File: src/rtl/font_mem.sv
// font_mem: 16-glyph (hex 0-F) 8x8 1bpp font memory, one registered glyph row per access.
//   clk   in  1  system clock, rising edge
//   rstn  in  1  synchronous active-low reset; clears data only, never the contents
//   addr  in  7  {glyph[3:0], row[2:0]}, row 0 = top
//   data  out 8  glyph row, bit 7 = leftmost pixel, 1 = foreground, 1-cycle latency
//   FONTMEM_WRITE_EN defined: contents become a RAM preloaded with the font, adding
//   we in 1, waddr in 7, wdata in 8; reads during a write to the same word return old data.
module font_mem (
  input  logic       clk,
  input  logic       rstn,
`ifdef FONTMEM_WRITE_EN
  input  logic       we,
  input  logic [6:0] waddr,
  input  logic [7:0] wdata,
`endif
  input  logic [6:0] addr,
  output logic [7:0] data
);
  // Each glyph packed top row in bits 63:56; row 7 is the blank inter-line spacer.
  function automatic logic [63:0] glyph(input logic [3:0] g);
    case (g)
      4'h0: glyph = 64'h3C666E7666663C00;
      4'h1: glyph = 64'h1838181818187E00;
      4'h2: glyph = 64'h3C66060C30607E00;
      4'h3: glyph = 64'h3C66061C06663C00;
      4'h4: glyph = 64'h0C1C3C6C7E0C0C00;
      4'h5: glyph = 64'h7E607C0606663C00;
      4'h6: glyph = 64'h3C607C6666663C00;
      4'h7: glyph = 64'h7E060C1830303000;
      4'h8: glyph = 64'h3C66663C66663C00;
      4'h9: glyph = 64'h3C66663E060C3800;
      4'hA: glyph = 64'h183C66667E666600;
      4'hB: glyph = 64'h7C66667C66667C00;
      4'hC: glyph = 64'h3C66606060663C00;
      4'hD: glyph = 64'h786C6666666C7800;
      4'hE: glyph = 64'h7E60607C60607E00;
      default: glyph = 64'h7E60607C60606000;
    endcase
  endfunction
  function automatic logic [7:0] rom(input logic [6:0] a);
    rom = 8'(glyph(a[6:3]) >> {~a[2:0], 3'b000});
  endfunction
`ifdef FONTMEM_WRITE_EN
  function automatic logic [127:0][7:0] font_init();
    for (int i = 0; i < 128; i++) font_init[i] = rom(7'(i));
  endfunction
  logic [127:0][7:0] mem = font_init();
  always_ff @(posedge clk) begin
    if (rstn) begin
      if (we) mem[waddr] <= wdata;
      data <= mem[addr];
    end else begin
      data <= '0;
    end
  end
`else
  always_ff @(posedge clk) data <= rstn ? rom(addr) : '0;
`endif
endmodule

File: config.mk
export PLATFORM = sky130hd
export DESIGN_NAME = font_mem
export DESIGN_NICKNAME = d
export VERILOG_FILES = /design/src/rtl/font_mem.sv
export SDC_FILE = /design/constraint.sdc
export NUM_CORES = 1
export LEC_CHECK = 0
export CAP_MARGIN = 5
export CORE_MARGIN = 2
export CORE_UTILIZATION = 41
export CTS_BUF_LIST = sky130_fd_sc_hd__clkbuf_16
export DETAILED_ROUTE_END_ITERATION = 10
export PLACE_DENSITY = 0.65
export RECOVER_POWER = 50
export SYNTH_ARGS = -nofsm -noshare
export SYNTH_HDL_FRONTEND = slang
export SYNTH_SLANG_ARGS = --single-unit
File: constraint.sdc
create_clock -name clk -period 2.5 [get_ports clk]
set_clock_uncertainty 0.1 [all_clocks]
set_input_delay 0.625 -clock clk [delete_from_list [all_inputs] [get_ports clk]]
set_output_delay 0.625 -clock clk [all_outputs]
set_load 0.05 [all_outputs]
==> metrics.txt <==
crit-path leading delay family=buffers and inverters; Final Hold Fails=0; remaining antenna violation count=0; net switching fraction of the power=33.9%; number of filler instances in the final layout=257; Worst-Margin Slew=0.510 ns; post-cts gate resize count=0; TritonCTS buffer count=3; number of setup buffers added after CTS=0; largest fanout on the critical path=5; final RePlAce weighted congestion=1.02; post-DP HPWL=2880 um; min cycle time layout=2.36 ns; run status=completed; I/O pins=17; number of warnings printed during yosys synthesis=0; Syn Area/Cell=6.72 um2; maximum vdd drop=0.521 mV; residual DRC count=0; footprint of the flip-flops and latches=120 um2; max frequency=423 MHz; master of the slowest instance on the critical path=clkdlybuf4s50_1; remaining global-route overflow=0; TritonCTS clock tree=done; power dissipated by switching net loads=0.220 mW; antenna cell count=0; power density of the placed cells=413 nW/um2; Max Cap Viol=0; Critical Path End Type=flip-flop; pre-CTS setup slack=-0.105 ns; CTS H-Tree Depth=1; placed instance count=233; kind of critical path=in -> reg; per-cell via count in the routed design=6.16; Multi-input gate area=912 um2; maximum single-stage delay on the critical path=0.48 ns; setup repair after global routing missed its margin=no; total setup violations reported at the end of the flow=0; Cell Chain, Critical Path=clkdlybuf4s50_1 > inv_1 > buf_4 > ha_1 > o21a_1 > mux2_2 > o21ai_0 > a311oi_1; Clock Sinks=6; Via Count=1454; starting density of the core=42.5%; Crit path buffers/inverters=3; Most used DFF post-synth=dfxtp_1; worst min path class=in -> reg; area added between synthesis and finish=35.0%; number of standard cells in the final layout excluding fillers=236; net total in the final layout=224; Routed Wire Length=3780 um; post-CTS clock slew at the launch and capture registers of the worst setup and hold paths=0.03 ns; wire length per cell=16.0 um; worst-case headroom to the max-slew limit=65.9%; fraction of layout instances using a drive strength above 1=19.5%; share of power burned in the clock network=40.1%; Largest regs=data (6); Starting DRT DRC Count=67; Post-synth EDFFs=0; Combinational Power Share=43.3%; Pins Over Slew Limit=0; Internal Pwr Total=0.428 mW; cell count after synthesis=173; total global-route track usage=23.7%; largest net degree at the start of global routing=30; number of hold-repair buffers added at the cts stage=0; number of flip-flops in the largest register=6; static power due to leakage=0.674 nW; Row Count=19; critical path data arrival time=2.36 ns; part of the Yosys area used for sequential elements=10.3%; synthesized cell area=1160 um2; Clock Root Buffer=clkbuf_16; library cells used by synthesis=48; kind of start point of the critical path=input port; area of the core=2730 um2; total die area=3280 um2; horizontal die dimension=57.2 um; number of search-and-repair iterations in the first detailed-routing pass=4; proportion of register bits with asynchronous set or reset after synthesis=0%; worst setup slack after layout=0.136 ns; required time at the endpoint of the critical path=2.50 ns; antenna violations before repair=0; total of flip-flops plus latches after synthesis=6; register containing the most flip-flops in the final layout=data; global-route wire length before repair=6210 um; fin crit share=94.6%; maximum count of clock buffers along a single path=2; Die Span Y=57.2 um; Flop pwr share=16.6%; Buffers on Ports=14; vias in the first global route=1379
## worst paths after layout
| kind | startpoint | slack, ns | endpoint | cells past startpoint |
|---|---|---|---|---|
| max | addr[3] | 0.14 | data[6]$_SDFF_PN0_ | 8 |
| min | rstn | 1.01 | data[5]$_SDFF_PN0_ | 3 |
## logic make-up (layout without fill, tap and decap cells)
group | Yosys count | after routing | synth area share, %
muxes | 5 | 5 | 4.95
buffers and inverters | 26 | 57 | 11.5
and+or+nand+nor | 59 | 59 | 25.7
adders and majority gates | 8 | 8 | 8.61
other | 1 | 2 | 0.323
AOI/OAI and AO/OA | 67 | 67 | 37.8
DFF | 6 | 6 | 10.3
xor gates and xnor gates | 1 | 1 | 0.754
## cell usage in the layout, fill, tap and decap left out, types with 3 or more instances in the layout
master | Yosys | layout
nand2_1 | 19 | 19
a31oi_1 | 7 | 7
a21o_1 | 4 | 4
a21oi_1 | 16 | 16
nand3b_1 | 3 | 3
nand2b_1 | 8 | 8
inv_1 | 7 | 7
a211oi_1 | 3 | 3
nor2_1 | 10 | 10
o21ai_0 | 13 | 13
ha_1 | 8 | 8
a211o_1 | 3 | 3
o21ai_1 | 3 | 3
clkdlybuf4s50_1 | 0 | 9
nand3_1 | 3 | 3
dlygate4sd3_1 | 0 | 5
buf_4 | 4 | 31
nor2b_1 | 7 | 7
dfxtp_1 | 6 | 6
clkbuf_16 | 0 | 3
## final cells by class
type                       instances  share of cell area (%)
tap                               31                    2.47
inverter                           8                    1.91
clock buffer                       3                    4.78
multi-input combinational        142                    58.1
timing repair buffer              46                    25.0
sequential                         6                    7.66
## routing by layer
metal / wire, um / vias up / track usage, % / share of wire, %
met5: 0 / - / 0 / 0
met4: 125 / 0 / 10.3 / 3.3
met3: 258 / 16 / 2.72 / 6.8
met2: 1770 / 75 / 38.8 / 47
met1: 1630 / 672 / 31.6 / 43
li1: - / 691 / - / -
## Yosys cell counts, types with 3 or more instances
library cell / n / area, um2
a211oi_1: 3 / 22.5
ha_1: 8 / 100
nor2_1: 10 / 37.5
a21oi_1: 16 / 80.1
nand3b_1: 3 / 22.5
o21ai_1: 3 / 15.0
a211o_1: 3 / 26.3
a21o_1: 4 / 30.0
buf_2: 11 / 55.1
nand2_1: 19 / 71.3
nand3_1: 3 / 15.0
a31oi_1: 7 / 43.8
nand2b_1: 8 / 50.1
inv_1: 7 / 26.3
buf_4: 4 / 30.0
dfxtp_1: 6 / 120
o21ai_0: 13 / 65.1
nor2b_1: 7 / 43.8
## power by group through the flow
| stage | sequential, mW | combinational (mW) | clock, mW |
|---|---|---|---|
| floorplan | 0.141 | 0.147 | 0 |
| CTS | 0.108 | 0.278 | 0.262 |
| finish | 0.107 | 0.280 | 0.260 |
| global route | 0.108 | 0.302 | 0.265 |
| detailed placement | 0.110 | 0.276 | 0 |
| global placement | 0.110 | 0.277 | 0 |
## stage by stage
stage	hold slack, ns	utilization (%)	power, mW	TNS (ns)	area, um2
2_1_floorplan	0.643	-	0.288	0	1170
3_3_place_gp	1.25	54.6	0.387	-0.232	1490
3_5_place_dp	1.24	54.6	0.386	-0.227	1490
4_1_cts	1.00	57.4	0.648	0	1570
5_1_grt	1.04	57.4	0.674	0	1570
6_report	1.01	57.4	0.647	0	1570
Power figures use the tool's default switching activity.
